==> config.mk <==
export PLATFORM = sky130hd
export DESIGN_NAME = tlu_handshake_controller
export DESIGN_NICKNAME = d
export VERILOG_FILES = /design/src/rtl/tlu_handshake_pkg.sv /design/src/rtl/tlu_data_shifter.sv /design/src/rtl/tlu_handshake_controller.sv
export SDC_FILE = /design/constraint.sdc
export NUM_CORES = 1
export LEC_CHECK = 0
export ABC_AREA = 1
export ABC_CLOCK_PERIOD_IN_PS = 3900
export BUFFER_PORTS_ARGS = -buffer_cell sky130_fd_sc_hd__buf_2
export CAP_MARGIN = 20
export CORE_MARGIN = 2
export CORE_UTILIZATION = 25
export DETAILED_ROUTE_END_ITERATION = 10
export PLACE_DENSITY = 0.47
export SETUP_SLACK_MARGIN = 0.1
export SKIP_CTS_REPAIR_TIMING = 1
export SLEW_MARGIN = 30
export SYNTH_ARGS = -nofsm -noshare
export SYNTH_HDL_FRONTEND = slang
export SYNTH_SLANG_ARGS = --single-unit
==> constraint.sdc <==
create_clock -name CLK -period 3.9 [get_ports CLK]
set_clock_uncertainty 0.15 [all_clocks]
set_input_delay 0.39 -clock CLK [delete_from_list [all_inputs] [get_ports CLK]]
set_output_delay 0.39 -clock CLK [all_outputs]
set_load 0.02 [all_outputs]
==> src/rtl/tlu_handshake_pkg.sv <==
// Shared constants for the TLU handshake controller: mode codes, FSM state encoding
// and small mode-decoding helpers.
package tlu_handshake_pkg;

    localparam logic [1:0] MODE_NONE   = 2'b00;
    localparam logic [1:0] MODE_SIMPLE = 2'b01;
    localparam logic [1:0] MODE_DATA   = 2'b10;

    typedef logic [2:0] state_t;

    localparam logic [2:0] ST_IDLE          = 3'd0;
    localparam logic [2:0] ST_SEND_CMD      = 3'd1;
    localparam logic [2:0] ST_WAIT_TRIG_LOW = 3'd2;
    localparam logic [2:0] ST_SHIFT         = 3'd3;
    localparam logic [2:0] ST_PRESENT       = 3'd4;
    localparam logic [2:0] ST_WAIT_CMD      = 3'd5;

    // Mode 11 is undefined on the TLU side and behaves exactly like "no handshake".
    function automatic logic [1:0] norm_mode(input logic [1:0] m);
        return (m == 2'b11) ? MODE_NONE : m;
    endfunction

    function automatic logic is_handshake(input logic [1:0] m);
        return (m == MODE_SIMPLE) || (m == MODE_DATA);
    endfunction

endpackage

==> src/rtl/tlu_data_shifter.sv <==
// Generates TLU_CLOCK for one trigger-number readout and shifts the serial
// trigger number in LSB first; start launches a run, done flags its last cycle.
module tlu_data_shifter #(
    parameter int DATA_WIDTH = 15,
    parameter int CCK_HALF   = 2
) (
    input  logic                  clk,
    input  logic                  reset,
    input  logic                  start,
    input  logic                  data_in,
    output logic                  tlu_clock,
    output logic                  done,
    output logic [DATA_WIDTH-1:0] data
);

    localparam int PH_W  = (2 * CCK_HALF > 1) ? $clog2(2 * CCK_HALF) : 1;
    localparam int BIT_W = (DATA_WIDTH > 1) ? $clog2(DATA_WIDTH) : 1;

    localparam logic [PH_W-1:0]  PH_SAMPLE = PH_W'(CCK_HALF - 1);
    localparam logic [PH_W-1:0]  PH_LAST   = PH_W'(2 * CCK_HALF - 1);
    localparam logic [BIT_W-1:0] BIT_LAST  = BIT_W'(DATA_WIDTH - 1);

    logic             active;
    logic [PH_W-1:0]  phase;
    logic [BIT_W-1:0] bit_idx;

    assign done = active && (phase == PH_LAST) && (bit_idx == BIT_LAST);

    always_ff @(posedge clk) begin
        if (reset) begin
            active    <= 1'b0;
            phase     <= '0;
            bit_idx   <= '0;
            tlu_clock <= 1'b0;
            data      <= '0;
        end else if (start) begin
            active    <= 1'b1;
            phase     <= '0;
            bit_idx   <= '0;
            tlu_clock <= 1'b1;
            data      <= '0;
        end else if (active) begin
            // Sample on the last high cycle so the TLU has the whole high phase to settle.
            if (phase == PH_SAMPLE)
                data <= (data >> 1) | (DATA_WIDTH'(data_in) << (DATA_WIDTH - 1));
            if (phase == PH_LAST) begin
                phase <= '0;
                if (bit_idx == BIT_LAST) begin
                    active    <= 1'b0;
                    tlu_clock <= 1'b0;
                end else begin
                    bit_idx   <= bit_idx + 1'b1;
                    tlu_clock <= 1'b1;
                end
            end else begin
                phase     <= phase + 1'b1;
                tlu_clock <= (phase < PH_SAMPLE);
            end
        end
    end

endmodule

==> src/rtl/tlu_handshake_controller.sv <==
// TLU trigger controller: accepts triggers, starts the CMD FSM, handles the
// simple/data handshakes with the TLU and hands trigger numbers to readout.
module tlu_handshake_controller #(
    parameter int DATA_WIDTH    = 15,
    parameter int TIMEOUT_WIDTH = 8,
    parameter int CCK_HALF      = 2,
    parameter int CNT_WIDTH     = 16
) (
    input  logic                     CLK,
    input  logic                     RESET,
    input  logic                     ENABLE,
    input  logic [1:0]               TLU_MODE,
    input  logic [TIMEOUT_WIDTH-1:0] TRIGGER_LOW_TIMEOUT,
    input  logic                     TLU_TRIGGER,
    output logic                     TLU_BUSY,
    output logic                     TLU_CLOCK,
    input  logic                     CMD_READY,
    output logic                     CMD_START,
    input  logic                     FIFO_NEAR_FULL,
    output logic [DATA_WIDTH-1:0]    TRIGGER_NUMBER,
    output logic                     TRIGGER_VALID,
    input  logic                     TRIGGER_ACK,
    output logic                     TIMEOUT_ERROR,
    output logic [CNT_WIDTH-1:0]     TRIGGER_COUNT,
    output logic [CNT_WIDTH-1:0]     SKIPPED_COUNT,
    output logic [CNT_WIDTH-1:0]     ERROR_COUNT
);

    import tlu_handshake_pkg::*;

    state_t                   state, state_nxt;
    logic [1:0]               mode_q, mode_nxt;
    logic                     trig_q;
    logic [TIMEOUT_WIDTH-1:0] timer;

    logic                     trig_edge;
    logic                     ready;
    logic                     skip;
    logic                     timeout_hit;
    logic                     ack_take;
    logic                     shift_start;
    logic                     shift_done;
    logic                     busy_nxt;
    logic [DATA_WIDTH-1:0]    shift_data;
    logic [DATA_WIDTH-1:0]    count_num;

    tlu_data_shifter #(
        .DATA_WIDTH (DATA_WIDTH),
        .CCK_HALF   (CCK_HALF)
    ) u_shifter (
        .clk       (CLK),
        .reset     (RESET),
        .start     (shift_start),
        .data_in   (TLU_TRIGGER),
        .tlu_clock (TLU_CLOCK),
        .done      (shift_done),
        .data      (shift_data)
    );

    assign trig_edge = TLU_TRIGGER & ~trig_q;
    assign ready     = ENABLE & CMD_READY & ~FIFO_NEAR_FULL;
    assign count_num = DATA_WIDTH'(TRIGGER_COUNT);

    always_comb begin
        state_nxt   = state;
        mode_nxt    = mode_q;
        skip        = 1'b0;
        timeout_hit = 1'b0;
        ack_take    = 1'b0;
        shift_start = 1'b0;
        case (state)
            ST_IDLE: begin
                if (trig_edge) begin
                    if (ready) begin
                        state_nxt = ST_SEND_CMD;
                        mode_nxt  = norm_mode(TLU_MODE);
                    end else begin
                        skip = 1'b1;
                    end
                end
            end
            ST_SEND_CMD:
                state_nxt = (mode_q == MODE_NONE) ? ST_PRESENT : ST_WAIT_TRIG_LOW;
            ST_WAIT_TRIG_LOW: begin
                if (!TLU_TRIGGER) begin
                    if (mode_q == MODE_DATA) begin
                        state_nxt   = ST_SHIFT;
                        shift_start = 1'b1;
                    end else begin
                        state_nxt = ST_PRESENT;
                    end
                end else if ((TRIGGER_LOW_TIMEOUT != '0) &&
                             (timer == TRIGGER_LOW_TIMEOUT - 1'b1)) begin
                    timeout_hit = 1'b1;
                    state_nxt   = ST_IDLE;
                end
            end
            ST_SHIFT:
                if (shift_done) state_nxt = ST_PRESENT;
            ST_PRESENT: begin
                if (TRIGGER_ACK) begin
                    ack_take  = 1'b1;
                    state_nxt = ST_WAIT_CMD;
                end
            end
            ST_WAIT_CMD:
                if (CMD_READY) state_nxt = ST_IDLE;
            default:
                state_nxt = ST_IDLE;
        endcase
        // Without a handshake the TLU is never held off, so every busy-time edge is lost.
        if ((state != ST_IDLE) && (mode_q == MODE_NONE) && trig_edge)
            skip = 1'b1;
    end

    always_comb begin
        if (state_nxt == ST_IDLE)
            busy_nxt = is_handshake(TLU_MODE) & ~ready;
        else
            busy_nxt = is_handshake(mode_nxt);
    end

    always_ff @(posedge CLK) begin
        if (RESET) begin
            state          <= ST_IDLE;
            mode_q         <= MODE_NONE;
            trig_q         <= 1'b0;
            timer          <= '0;
            TLU_BUSY       <= 1'b0;
            CMD_START      <= 1'b0;
            TRIGGER_VALID  <= 1'b0;
            TRIGGER_NUMBER <= '0;
            TIMEOUT_ERROR  <= 1'b0;
            TRIGGER_COUNT  <= '0;
            SKIPPED_COUNT  <= '0;
            ERROR_COUNT    <= '0;
        end else begin
            state         <= state_nxt;
            mode_q        <= mode_nxt;
            trig_q        <= TLU_TRIGGER;
            TLU_BUSY      <= busy_nxt;
            CMD_START     <= (state_nxt == ST_SEND_CMD);
            TRIGGER_VALID <= (state_nxt == ST_PRESENT);
            TIMEOUT_ERROR <= timeout_hit;

            if (state != ST_WAIT_TRIG_LOW)
                timer <= '0;
            else if (timer != '1)
                timer <= timer + 1'b1;

            // Number is captured once on entry so it stays stable while readout stalls.
            if ((state_nxt == ST_PRESENT) && (state != ST_PRESENT))
                TRIGGER_NUMBER <= (mode_q == MODE_DATA) ? shift_data : count_num;

            if (ack_take && (TRIGGER_COUNT != '1))
                TRIGGER_COUNT <= TRIGGER_COUNT + 1'b1;
            if (skip && (SKIPPED_COUNT != '1))
                SKIPPED_COUNT <= SKIPPED_COUNT + 1'b1;
            if (timeout_hit && (ERROR_COUNT != '1))
                ERROR_COUNT <= ERROR_COUNT + 1'b1;
        end
    end

endmodule

==> flow_summary.ini, run 1 <==
[outcome]
status = finished clean

[clocking]
cts_tree = done
insertion_delay_ns = 0.35
clock-sinks = 104
root_buffer = clkbuf_16
ctsHtreeMaxLevel = 3
clk_path_buf_depth = 2
clkTransAtPathRegs_ns = 0.07
cts_buffers = 9

[floorplanning]
io_pins = 85
rows = 53
core_um2 = 21100
die_area_um2 = 22800
die_w_um = 151
start_util_pct = 25.6
die_height_um = 151

[setup_path]
path_buf_inv = 4
cpLargestDelayFamily = simple AND/OR/NAND/NOR gates
slowest_stage = nand2_1
r2r_start = u_shifter.active
critical_path_arrival_ns = 2.70
cp-end-kind = flip-flop
crit_path_frequent_cell = nand2_1
worstPathCellList = buf_2 > inv_2 > ha_1 > nand2_1 > inv_1 > nor2_1 > nand2_1 > nor2_1 > nand2_1 > nor2_1 > nand4_1 > nor2_1 > nand2_1 > inv_2 > nand2_1 > a21oi_1
r2r_slack_ns = 1.34
reg2reg_to = TRIGGER_NUMBER[14]
crit_fanout = 12
start_kind = input port
crit_type = input port to flip-flop
critical_path_required_ns = 4.04
r2r_cells = 10
slowest_delay_ns = 0.35

[worst_hold_path]
worstHoldStart = TLU_TRIGGER
hold_depth = 3
hold_class = input port to flip-flop
min_to = trig_q

[detailed_routing]
wirelength_mm = 14.1
ant_nets = 0
drc = 0
drt_iter0_drc = 230
viasPerCell = 4.32
route.vias.total = 5058
drtPass1Iterations = 4
route.detailed.wl_per_inst_um = 12.0

[final_layout]
syn_to_final_growth_pct = 18.2
final_common_cell = nand2_1
seq_area_um2 = 2080
multiInputGateArea_um2 = 2760
drive_above_1_share_pct = 14.9
fin_area_um2 = 6380
nFillCells = 2364
layout.nets = 920
final_cell_mix = 200 x nand2_1, 113 x nor2_1, 104 x dfxtp_1, 104 x inv_1, 84 x buf_2
final_util_pct = 30.3
layout.cells.non_filler = 1171

[yosys]
ys_types = 42
ys_seq_elements = 104
yosysSeqAreaShare_pct = 38.6
yosys_warnings = 0
synthesis.instances = 815
syn_area_um2 = 5400
syn_nets = 845
avgSynthCellArea_um2 = 6.62

[timing]
fin_crit_ns = 2.56
fmax_mhz = 390
tightest_slew_ns = 0.717
slew_headroom_pct = 52.1
slew_violations = 0
setup_viol = 0
fin_setup_tns_ns = 0
rsz0062_at_grt = no
fin_ws_ns = 1.34
final-hold-violation-count = 0
fin_crit_sh_pct = 65.7

[job]
drv_cap = 0

[global_route]
grt_max_degree = 47
grt_pass1_vias = 4684
track_usage_pct = 12.8
antenna_found_initial = 1
overflow = 0
grt_pass1_wl_mm = 23.0

[place]
place_area_um2 = 6080
pre_cts_slack_ns = 0.973
place_inst = 1154
portBuffers = 84
hpwl_mm = 10.5
gp_congestion = 0.800

[power]
ir_drop_v = 0.000163
power_density_nw_per_um2 = 338
p_leak_nw = 2.85
layout make-up:
| class | count | area share (%) |
|---|---|---|
| antenna | 1 | 0.0392 |
| clock buffer | 10 | 3.59 |
| clock inverter | 6 | 1.06 |
| inverter | 119 | 7.02 |
| multi-input combinational | 568 | 43.2 |
| sequential | 104 | 32.6 |
| tap | 275 | 5.39 |
| timing repair buffer | 88 | 7.06 |
flip-flops by register name, summed over array words and instances (netlist names), 2 cells and up:
| name | count |
|---|---|
| mode_q | 2 |
| TRIGGER_NUMBER | 15 |
| state | 3 |
| timer | 8 |
| u_shifter.data | 15 |
| TRIGGER_COUNT | 16 |
| SKIPPED_COUNT | 16 |
| u_shifter.phase | 2 |
| ERROR_COUNT | 16 |
| u_shifter.bit_idx | 4 |
logic make-up after synthesis:
kind of cell | after synthesis | synth area share [%]
compound gates | 116 | 11.4
xor+xnor | 22 | 3.57
fa+ha+maj | 13 | 3.01
buf+inv | 143 | 10.4
flops | 104 | 38.6
mux | 1 | 0.185
simple gates | 416 | 32.9
worst max path at each step:
stage / from / endpoint / slack [ns] / cells past startpoint
5_1_grt: u_shifter.bit_idx[1] / TRIGGER_NUMBER[9] / 0.93 / 11
2_1_floorplan: TRIGGER_LOW_TIMEOUT[0] / TRIGGER_NUMBER[10] / 1.71 / 17
4_1_cts: timer[0] / ERROR_COUNT[9] / 1.32 / 12
3_5_place_dp: TRIGGER_LOW_TIMEOUT[0] / ERROR_COUNT[11] / 0.97 / 16
3_3_place_gp: TRIGGER_LOW_TIMEOUT[0] / ERROR_COUNT[9] / 1.01 / 16
6_report: TRIGGER_LOW_TIMEOUT[0] / ERROR_COUNT[11] / 1.34 / 16
power by group:
group | internal [mW] | total, mW | leakage, nW | switching, mW
logic | 0.0466 | 0.147 | 1.87 | 0.100
clock network | 0.501 | 0.925 | 0.139 | 0.424
registers | 1.08 | 1.09 | 0.839 | 0.00871
metrics by stage:
stage,hold slack [ns],power [mW]
final,0.169,2.16
after CTS,0.153,2.20
after global placement,0.303,1.26
after detailed placement,0.303,1.26
after floorplan,0.291,1.21
after global routing,0.168,2.26
synth_stat cells (all sizes together):
master | instances | share of area (%)
nand3 | 46 | 4.5
dfxtp | 104 | 39
nor3b | 3 | 0.42
o21bai | 1 | 0.14
xnor2 | 6 | 0.97
o22ai | 1 | 0.12
nand3b | 1 | 0.14
buf | 5 | 0.74
o211ai | 1 | 0.14
nor4 | 5 | 0.70
o31ai | 2 | 0.28
o21a | 2 | 0.28
o21ai | 41 | 3.8
or2 | 2 | 0.23
and3 | 2 | 0.23
nand2 | 204 | 14
a211oi | 4 | 0.56
mux2i | 1 | 0.19
inv | 116 | 8.1
xor2 | 16 | 2.6
a21oi | 61 | 5.7
clkinv | 3 | 0.23
nor3 | 21 | 2.1
nand4 | 13 | 1.6
nor2 | 119 | 8.6
a31oi | 2 | 0.23
a22o | 1 | 0.16
clkbuf | 19 | 1.3
ha | 13 | 3.0
metal layers:
| layer | up-vias | track usage (%) | share of wire (%) |
|---|---|---|---|
| li1 | 2744 | - | - |
| met2 | 66 | 21.0 | 46 |
| met5 | - | 0 | 0 |
| met4 | 0 | 4.63 | 1.4 |
| met1 | 2236 | 16.7 | 48 |
| met3 | 12 | 2.35 | 4.0 |
tightest hold or removal path, cell delays in order:
cell and delay (ns):
buf_2 0.15, inv_2 0.06, nor2_1 0.03
Note: power is estimated with default switching activity, not from simulation.
==> inputs of run 2 (changes only) <==
--- a/config.mk
+++ b/config.mk
@@ -6,7 +6,7 @@
 export NUM_CORES = 1
 export LEC_CHECK = 0
 export ABC_AREA = 1
-export ABC_CLOCK_PERIOD_IN_PS = 3900
+export ABC_CLOCK_PERIOD_IN_PS = 2450
 export BUFFER_PORTS_ARGS = -buffer_cell sky130_fd_sc_hd__buf_2
 export CAP_MARGIN = 20
 export CORE_MARGIN = 2
==> constraint.sdc (replaced) <==
create_clock -name CLK -period 2.45 [get_ports CLK]
set_clock_uncertainty 0.15 [all_clocks]
set_input_delay 0.245 -clock CLK [delete_from_list [all_inputs] [get_ports CLK]]
set_output_delay 0.245 -clock CLK [all_outputs]
set_load 0.02 [all_outputs]
==> run 2 against run 1 <==
Effect of this change: via count rose by 0.73%; total power rose by 57%; setup slack got worse by 1.1 ns; die area unchanged; sequential cell count stayed put; largest power group unchanged; critical path type is now flip-flop to flip-flop; worst hold slack got worse by 0.14 ns; global-route usage grew 0.15 points; cell count increased by 1.2%.
==> flow_summary.ini, run 2 (synthesis gave the netlist of run 1 again) <==
[outcome]
status = finished clean

[setup_path]
slowest_stage = dfxtp_1
path_buf_inv = 3
crit_fanout = 30
crit_type = flip-flop to flip-flop
critical_path_required_ns = 2.59
r2r_start = state[0]
slowest_delay_ns = 0.44
cpLargestDelayFamily = simple AND/OR/NAND/NOR gates
cp-end-kind = flip-flop
critical_path_arrival_ns = 2.33
startpoint = state[0]
worstPathCellList = inv_2 > nand3_1 > nor3_1 > inv_2 > nand3_1 > nor3_2 > nand3_2 > nor2_2 > nand2_2 > buf_12 > nand2_1 > nand2_1 > nor2_1
start_kind = flip-flop

[final_layout]
fin_area_um2 = 6540
final_util_pct = 31.0
layout.cells.non_filler = 1185
layout.nets = 934
final_cell_mix = 199 x nand2_1, 109 x nor2_1, 104 x inv_1, 99 x dfxtp_1, 84 x buf_2
reg_top3 = ERROR_COUNT (16), SKIPPED_COUNT (16), TRIGGER_COUNT (16)
final_common_cell = nand2_1
drive_above_1_share_pct = 17.4
nFillCells = 2328
syn_to_final_growth_pct = 21.1

[global_route]
antenna_found_initial = 1
track_usage_pct = 12.9
grt_busiest_layer = met2
grt_use_met1_pct = 16.7
met2_usage_pct = 21.3
grt_pass1_vias = 4694
grt_pass1_wl_mm = 23.2
grt_max_degree = 32
overflow = 0
met3_usage_pct = 2.74

[floorplanning]
start_util_pct = 25.6
core_um2 = 21100
die_height_um = 151
rows = 53
die_w_um = 151
die_area_um2 = 22800
io_pins = 85

[timing]
fin_ws_ns = 0.258
fin_setup_tns_ns = 0
fmax_mhz = 456
final-hold-violation-count = 0
slew_violations = 0
fin_crit_ns = 2.19
tightest_slew_ns = 0.520
setup_viol = 0
slew_headroom_pct = 65.3
rsz0062_at_grt = yes
fin_crit_sh_pct = 89.5
hold_ws_ns = 0.0291

[clocking]
cts_tree = done
ctsHtreeMaxLevel = 3
cts_buffers = 9
clock-sinks = 104
clk_path_buf_depth = 2
clkTransAtPathRegs_ns = 0.07
root_buffer = clkbuf_16
insertion_delay_ns = 0.35

[place]
place_area_um2 = 6160
hpwl_mm = 10.8
gp_congestion = 0.804
pre_cts_slack_ns = -0.0300
place_inst = 1163
portBuffers = 84

[detailed_routing]
ant_nets = 0
drc = 0
route.vias.total = 5095
drtPass1Iterations = 4
wirelength_mm = 14.4
route.detailed.wl_per_inst_um = 12.1
drt_iter0_drc = 250
viasPerCell = 4.30

[power]
ir_drop_v = 0.000299
p_leak_nw = 2.94
power_mw = 3.39
power_density_nw_per_um2 = 519

[worst_hold_path]
worstHoldStart = RESET
hold_class = input port to flip-flop

[job]
drv_cap = 0
run 2: power breakdown:
group	total [mW]	switching (mW)	leakage, nW	internal [mW]
sequential	1.73	0.0144	0.842	1.71
clock	1.41	0.641	0.139	0.773
combinational	0.247	0.163	1.96	0.0840
total	3.39	0.819	2.94	2.57
run 2: area by class of cell:
type	count	area (um^2)	share of cell area (%)
Clock buffer	14	274	4.19
Sequential cell	104	2090	31.9
Inverter	119	450	6.89
Antenna cell	1	2.50	0.0383
Clock inverter	2	12.5	0.191
Tap cell	275	344	5.26
Timing Repair Buffer	102	571	8.73
Multi-Input combinational cell	568	2800	42.8
run 2: worst reg2reg max path, delay by kind of cell (launching register included):
kind	cells	cell delay, ns
buffers and inverters	3	0.33
flip-flops	1	0.44
AND/OR/NAND/NOR	10	1.21
run 2: metal layers:
metal	part of all wire, %	wire, um	vias to the layer above
li1	-	-	2766
met1	49	7090	2252
met2	45	6490	66
met3	4.2	604	11
met4	1.2	172	0
met5	0	0	-
run 2: path summary, 6_finish.rpt:
check | cells past startpoint | endpoint | slack (ns)
setup / recovery | 13 | TRIGGER_NUMBER[0] | 0.26
hold / removal | 2 | u_shifter.active | 0.03
setup reg to reg | 13 | TRIGGER_NUMBER[0] | 0.26
hold reg to reg | 2 | u_shifter.data[0] | 0.32
